<file path="src/rtl/mips_pkg.sv">
// rtl/mips_pkg.sv - shared fetch-stage constants and next-PC select encoding
package mips_pkg;

    localparam int WORD_W      = 32;
    localparam int INSTR_BYTES = 4;

    localparam logic [WORD_W-1:0] RESET_VEC = 32'h0000_0000;
    localparam logic [WORD_W-1:0] TRAP_VEC  = 32'h0000_0080;

    typedef enum logic [2:0] {
        NPC_SEQ,
        NPC_BRANCH,
        NPC_JUMP,
        NPC_RET,
        NPC_TRAP
    } npc_sel_e;

endpackage

</file>
<file path="src/rtl/pc_ras.sv">
// rtl/pc_ras.sv - circular return-address stack; oldest entry overwritten when full
//
// Ports:
//   clock, reset    rising-edge clock, asynchronous active-high reset (empties the stack)
//   push, push_data store push_data on top (never asserted together with pop)
//   pop             discard top entry (caller only pops a nonempty stack)
//   top             current top-of-stack value
//   empty           no valid entries
module pc_ras #(
    parameter int WIDTH = 32,
    parameter int DEPTH = 4
) (
    input  logic             clock,
    input  logic             reset,
    input  logic             push,
    input  logic             pop,
    input  logic [WIDTH-1:0] push_data,
    output logic [WIDTH-1:0] top,
    output logic             empty
);

    localparam int PTR_W = (DEPTH > 1) ? $clog2(DEPTH) : 1;
    localparam int CNT_W = $clog2(DEPTH + 1);

    logic [WIDTH-1:0] mem [DEPTH];
    logic [PTR_W-1:0] wr_ptr;
    logic [PTR_W-1:0] top_ptr;
    logic [CNT_W-1:0] count;
    logic             full;

    // wr_ptr is the next free slot; the top lives one slot behind it.
    assign top_ptr = (wr_ptr == '0) ? PTR_W'(DEPTH - 1) : wr_ptr - PTR_W'(1);
    assign top     = mem[top_ptr];
    assign empty   = (count == '0);
    assign full    = (count == CNT_W'(DEPTH));

    always_ff @(posedge clock) begin
        if (push) begin
            mem[wr_ptr] <= push_data;
        end
    end

    // When full, a push lands on the oldest slot and count stays saturated.
    always_ff @(posedge clock or posedge reset) begin
        if (reset) begin
            wr_ptr <= '0;
            count  <= '0;
        end else if (push) begin
            wr_ptr <= (wr_ptr == PTR_W'(DEPTH - 1)) ? '0 : wr_ptr + PTR_W'(1);
            if (!full) begin
                count <= count + CNT_W'(1);
            end
        end else if (pop) begin
            wr_ptr <= top_ptr;
            count  <= count - CNT_W'(1);
        end
    end

endmodule

</file>
<file path="src/rtl/pc_sequencer.sv">
// rtl/pc_sequencer.sv - fetch-stage program counter with trap/ret/jump/branch arbitration
//
// Optional feature macro: PC_RAS_EN (return-address stack; without it ret always
// takes the empty-stack path and jump_link is ignored).
//
// Ports:
//   clock, reset        rising-edge clock, asynchronous active-high reset
//   enable              1 = PC may advance, 0 = stall (trap still taken)
//   trap_valid          load TRAP_VECTOR
//   ret_valid           load top of return stack
//   jump_valid/_link    load jump_target; with link, push pc_plus_inc
//   jump_target         jump destination
//   branch_taken        load branch_target
//   branch_target       branch destination
//   pc_out, pc_plus_inc current PC and PC + INC
//   pc_valid            PC is fetchable (set on first enabled edge after reset)
//   misalign_err        one-cycle pulse: loaded target had low bits set
//   ras_err             one-cycle pulse: return with empty stack
module pc_sequencer
    import mips_pkg::*;
#(
    parameter int               WIDTH        = WORD_W,
    parameter int               INC          = INSTR_BYTES,
    parameter logic [WIDTH-1:0] RESET_VECTOR = WIDTH'(RESET_VEC),
    parameter logic [WIDTH-1:0] TRAP_VECTOR  = WIDTH'(TRAP_VEC),
    parameter int               RAS_DEPTH    = 4
) (
    input  logic             clock,
    input  logic             reset,
    input  logic             enable,
    input  logic             trap_valid,
    input  logic             ret_valid,
    input  logic             jump_valid,
    input  logic             jump_link,
    input  logic [WIDTH-1:0] jump_target,
    input  logic             branch_taken,
    input  logic [WIDTH-1:0] branch_target,
    output logic [WIDTH-1:0] pc_out,
    output logic [WIDTH-1:0] pc_plus_inc,
    output logic             pc_valid,
    output logic             misalign_err,
    output logic             ras_err
);

    // Bits below the instruction size must be zero in any fetch address.
    localparam logic [WIDTH-1:0] LOW_MASK = WIDTH'(INC - 1);

    npc_sel_e         npc_sel;
    logic [WIDTH-1:0] ras_top;
    logic             ras_empty;

    assign pc_plus_inc = pc_out + WIDTH'(INC);

    // Trap overrides the stall; every other source needs enable.
    always_comb begin
        npc_sel = NPC_SEQ;
        if (trap_valid) begin
            npc_sel = NPC_TRAP;
        end else if (enable) begin
            if (ret_valid) begin
                npc_sel = NPC_RET;
            end else if (jump_valid) begin
                npc_sel = NPC_JUMP;
            end else if (branch_taken) begin
                npc_sel = NPC_BRANCH;
            end
        end
    end

`ifdef PC_RAS_EN
    logic ras_push;
    logic ras_pop;

    assign ras_push = (npc_sel == NPC_JUMP) && jump_link;
    assign ras_pop  = (npc_sel == NPC_RET) && !ras_empty;

    pc_ras #(
        .WIDTH (WIDTH),
        .DEPTH (RAS_DEPTH)
    ) u_ras (
        .clock     (clock),
        .reset     (reset),
        .push      (ras_push),
        .pop       (ras_pop),
        .push_data (pc_plus_inc),
        .top       (ras_top),
        .empty     (ras_empty)
    );
`else
    logic unused_jump_link;

    assign unused_jump_link = jump_link;
    assign ras_top          = '0;
    assign ras_empty        = 1'b1;
`endif

    always_ff @(posedge clock or posedge reset) begin
        if (reset) begin
            pc_out       <= RESET_VECTOR;
            pc_valid     <= 1'b0;
            misalign_err <= 1'b0;
            ras_err      <= 1'b0;
        end else begin
            misalign_err <= 1'b0;
            ras_err      <= 1'b0;
            if (enable) begin
                pc_valid <= 1'b1;
            end
            case (npc_sel)
                NPC_TRAP: pc_out <= TRAP_VECTOR;
                NPC_RET: begin
                    if (ras_empty) begin
                        pc_out  <= pc_plus_inc;
                        ras_err <= 1'b1;
                    end else begin
                        pc_out <= ras_top;
                    end
                end
                NPC_JUMP: begin
                    pc_out       <= jump_target & ~LOW_MASK;
                    misalign_err <= |(jump_target & LOW_MASK);
                end
                NPC_BRANCH: begin
                    pc_out       <= branch_target & ~LOW_MASK;
                    misalign_err <= |(branch_target & LOW_MASK);
                end
                default: begin
                    if (enable) begin
                        pc_out <= pc_plus_inc;
                    end
                end
            endcase
        end
    end

endmodule

</file>
<file path="config.mk">
export PLATFORM = sky130hd
export DESIGN_NAME = pc_sequencer
export DESIGN_NICKNAME = d
export VERILOG_FILES = /design/src/rtl/mips_pkg.sv /design/src/rtl/pc_ras.sv /design/src/rtl/pc_sequencer.sv
export SDC_FILE = /design/constraint.sdc
export NUM_CORES = 1
export LEC_CHECK = 0
export CAP_MARGIN = 20
export CORE_ASPECT_RATIO = 0.8
export CORE_UTILIZATION = 45
export CTS_BUF_LIST = sky130_fd_sc_hd__clkbuf_4
export CTS_CLUSTER_DIAMETER = 100
export CTS_CLUSTER_SIZE = 10
export DETAILED_ROUTE_END_ITERATION = 12
export HOLD_SLACK_MARGIN = 0.08
export PLACE_DENSITY_LB_ADDON = 0.08
export SETUP_SLACK_MARGIN = 0.05
export SLEW_MARGIN = 30
export SYNTH_ARGS = -nofsm -noshare
export SYNTH_HDL_FRONTEND = slang
export SYNTH_SLANG_ARGS = --single-unit
</file>
<file path="constraint.sdc">
create_clock -name clock -period 4.05 [get_ports clock]
set_input_delay 1.0125 -clock clock [delete_from_list [all_inputs] [get_ports clock]]
set_output_delay 1.0125 -clock clock [all_outputs]
set_load 0.1 [all_outputs]
</file>
==> flow_summary_export.csv <==
group,metric,value,unit
routing,wl_per_cell,17.9,microns
min_path,hold_path_class,"flop to flop",
final_layout,fin_area,4400,sq um
setup_path,criticalPathCategory,"flop to output port",
sta,rsz0062_at_grt,"no",
synth,yosysWarnings,0,
place,dp_hpwl,7110,microns
cts,h-tree-depth,2,
synth,synth_top_area_share,30.7,%
die,die_y,71.2,microns
synth,syn_area,2690,sq um
pwr,internal_power,727,uW
sta,fmax,0.266,GHz
cts,clk_pin_slew,0.10,ns
synth,synth_compound_area_share,27.3,%
pwr,p_comb_share,59.9,%
setup_path,cp.required,3.04,ns
pwr,netSwitchingPower,864,uW
setup_path,critical-path-top-delay-family,"simple AND/OR/NAND/NOR gates",
synth,synth-edff-count,0,
synth,synth_area_leaders,"dfrtp_1 31%, xnor2_1 6.5%, a21oi_1 4.5%",
setup_path,end_kind,"output port",
grt,overflow,0,
setup_path,crit_path_max_fanout,7,
cts,cts_tree,"yes",
sta,fin_tns_setup,0,ns
final_layout,layout-drive-gt1-share,22.1,%
synth,ys_ff_latch,33,
die,io_pins,139,
synth,synthAdderAreaFrac,0.465,%
final_layout,utilization,78.4,%
flow_run,drv_cap,0,
die,placementRows,24,
sta,relSlewSlack,32.3,%
routing,drt_iter0_drc,151,
synth,ys_top_cells_by_count,"33 x dfrtp_1, 29 x nor2_1, 24 x a21oi_1",
grt,grt_max_degree,28,
synth,syn_area_per_cell,8.52,sq um
cts,cts_num_sinks,33,
synth,yosysTopAreaCell,"dfrtp_1",
setup_path,start_kind,"flop",
synth,yosys.area_share.simple,24.5,%
sta,report.final.slew_viol_count,0,
grt,grt_usage,30.2,%
cts,root_buffer,"clkbuf_4",
setup_path,regToRegStartpoint,"pc_out[10]$_DFFE_PP0P_",
pwr,p_leak,0.00182,uW
routing,drcViolationCount,0,
cts,clock_latency,0.34,ns
cts,cts_setup_buffers,0,
synth,ys.flop_type,"dfrtp_1",
routing,viasPerCell,5.98,
synth,synthMuxAreaShare,0,%
grt,grt_pass1_wl,14600,microns
place,dpl_cell_area,4340,sq um
setup_path,critPathSlowestCell,"or4_4",
cts,cts_inserted_buffers,5,
synth,synth_top_family_by_area,"compound AO/OA/AOI/OAI gates",
run_status,status,"finished, final reports clean",
die,die_x,88.5,microns
die,core,5620,sq um
routing,wl,9330,microns
routing,postRouteAntennaNets,0,
synth,synthArstFlopShare,100,%
place,gp_congestion,0.841,
cts,post_cts_resized,0,
setup_path,crit_chain,"ha_1, nand2_1, or4_4, nor2_2, nand2_1, xnor2_2, buf_12",
grt,antenna_found_initial,0,
grt,grt_pass1_vias,3053,
synth,synthXorXnorAreaFrac,9.11,%
final_layout,antennaDiodeCount,0,
pwr,p_sw_share,54.3,%
pwr,pwr-share-clk,13.0,%
pwr,powerDensity,361,nW/um^2
die,initial_core_util,47.9,%
synth,ys_seq_area_share,30.7,%
sta,timing.final.crit_share,92.8,%
sta,skew,0.0110,ns
synth,yosysMostFrequentCell,"dfrtp_1",
cts,clockBufferDepth,2,
routing,vias,3124,
min_path,worstHoldStart,"pc_valid$_DFFE_PP0P_",
sta,hold_viol,0,
setup_path,reg2reg_slack,1.65,ns
sta,fin_crit,3.76,ns
setup_path,worst_ep_arrival_time,2.75,ns
sta,finalSetupViolCount,0,
synth,synthCells,316,
cts,hold_buffers,0,
final_layout,areaGrowthSynthToFinish,63.6,%
synth,synth_cell_types,57,
setup_path,path_common_cell,"nand2_1",
setup_path,crit_start,"pc_out[2]$_DFFE_PP0P_",
place,portBuffers,133,
sta,worst_pin_slew,1.01,ns
final_layout,nets,516,
setup_path,cp_num_buf_inv,1,
pwr,ir_worst_vdd,210,uV
setup_path,cpPeakStageDelay,0.61,ns
routing,firstDrtPassIters,5,
pwr,seqPwrFrac,27.1,%
die,dieArea,6300,sq um
==> logic make-up after synthesis <==
group / count (synthesis)
xor+xnor: 28
simple gates: 111
fa+ha+maj: 1
flops: 33
other cells: 1
compound gates: 103
buf+inv: 39
==> cell type report <==
type                            count  area, sq um
Multi-Input combinational cell    247         1910
Timing Repair Buffer              143         1460
Fill cell                         385         1210
Sequential cell                    33          826
Tap cell                           78         97.6
Clock buffer                        8         60.1
Inverter                           13         48.8
==> per-layer routing <==
layer	share of wire (%)	track usage, %
met1	41	39.1
met2	50	52.1
met3	7.8	5.37
met4	1.0	7.71
met5	0	0
==> path summary, 6_finish.rpt <==
| path | to | cells past startpoint |
|---|---|---|
| worst max-delay path | pc_plus_inc[22] | 7 |
| worst min-delay path | pc_valid$_DFFE_PP0P_ | 1 |
| worst max register to register | pc_out[21]$_DFFE_PP0P_ | 5 |
| worst min register to register | pc_valid$_DFFE_PP0P_ | 1 |
| max in group asynchronous | ras_err$_DFF_PP0_ | 3 |
| min in group asynchronous | pc_out[30]$_DFFE_PP0P_ | 2 |
==> power by group through the flow <==
stage	combinational, uW	sequential, uW	clock (uW)
after floorplan	466	655	0
after global placement	937	432	0
after detailed placement	951	436	0
after CTS	953	430	205
after global routing	980	438	224
final	952	431	207
==> state kept, by name (all words and copies together) (netlist names) <==
register / count
misalign_err: 1
ras_err: 1
pc_valid: 1
pc_out: 30
==> placed cells by master (no fill, tap or decap), drive strengths merged, types with 3 or more instances in the layout <==
master,instances
nor3,17
and2,4
or2,4
a2bb2oi,6
inv,13
o21ai,16
dfrtp,33
nand3,17
xor2,8
nand4,7
clkbuf,8
a21oi,24
a221o,12
nand2,11
nor2,30
a221oi,4
clkdlybuf4s50,104
a31oi,6
and3,5
a22o,4
xnor2,20
buf,39
and4,3
conb,4
a22oi,11
o31a,6
nor4,4
o22ai,4
==> metrics by stage <==
step                      std cells  hold WS, ns  setup WS, ns  total power, uW
after floorplan                 319         1.03        -0.298             1120
after global placement          514        0.454         0.699             1370
after detailed placement        514        0.467         0.632             1390
after CTS                       522        0.496         0.298             1590
after global routing            522        0.534         0.114             1640
final                           522        0.492         0.290             1590
Power figures use the tool's default switching activity.
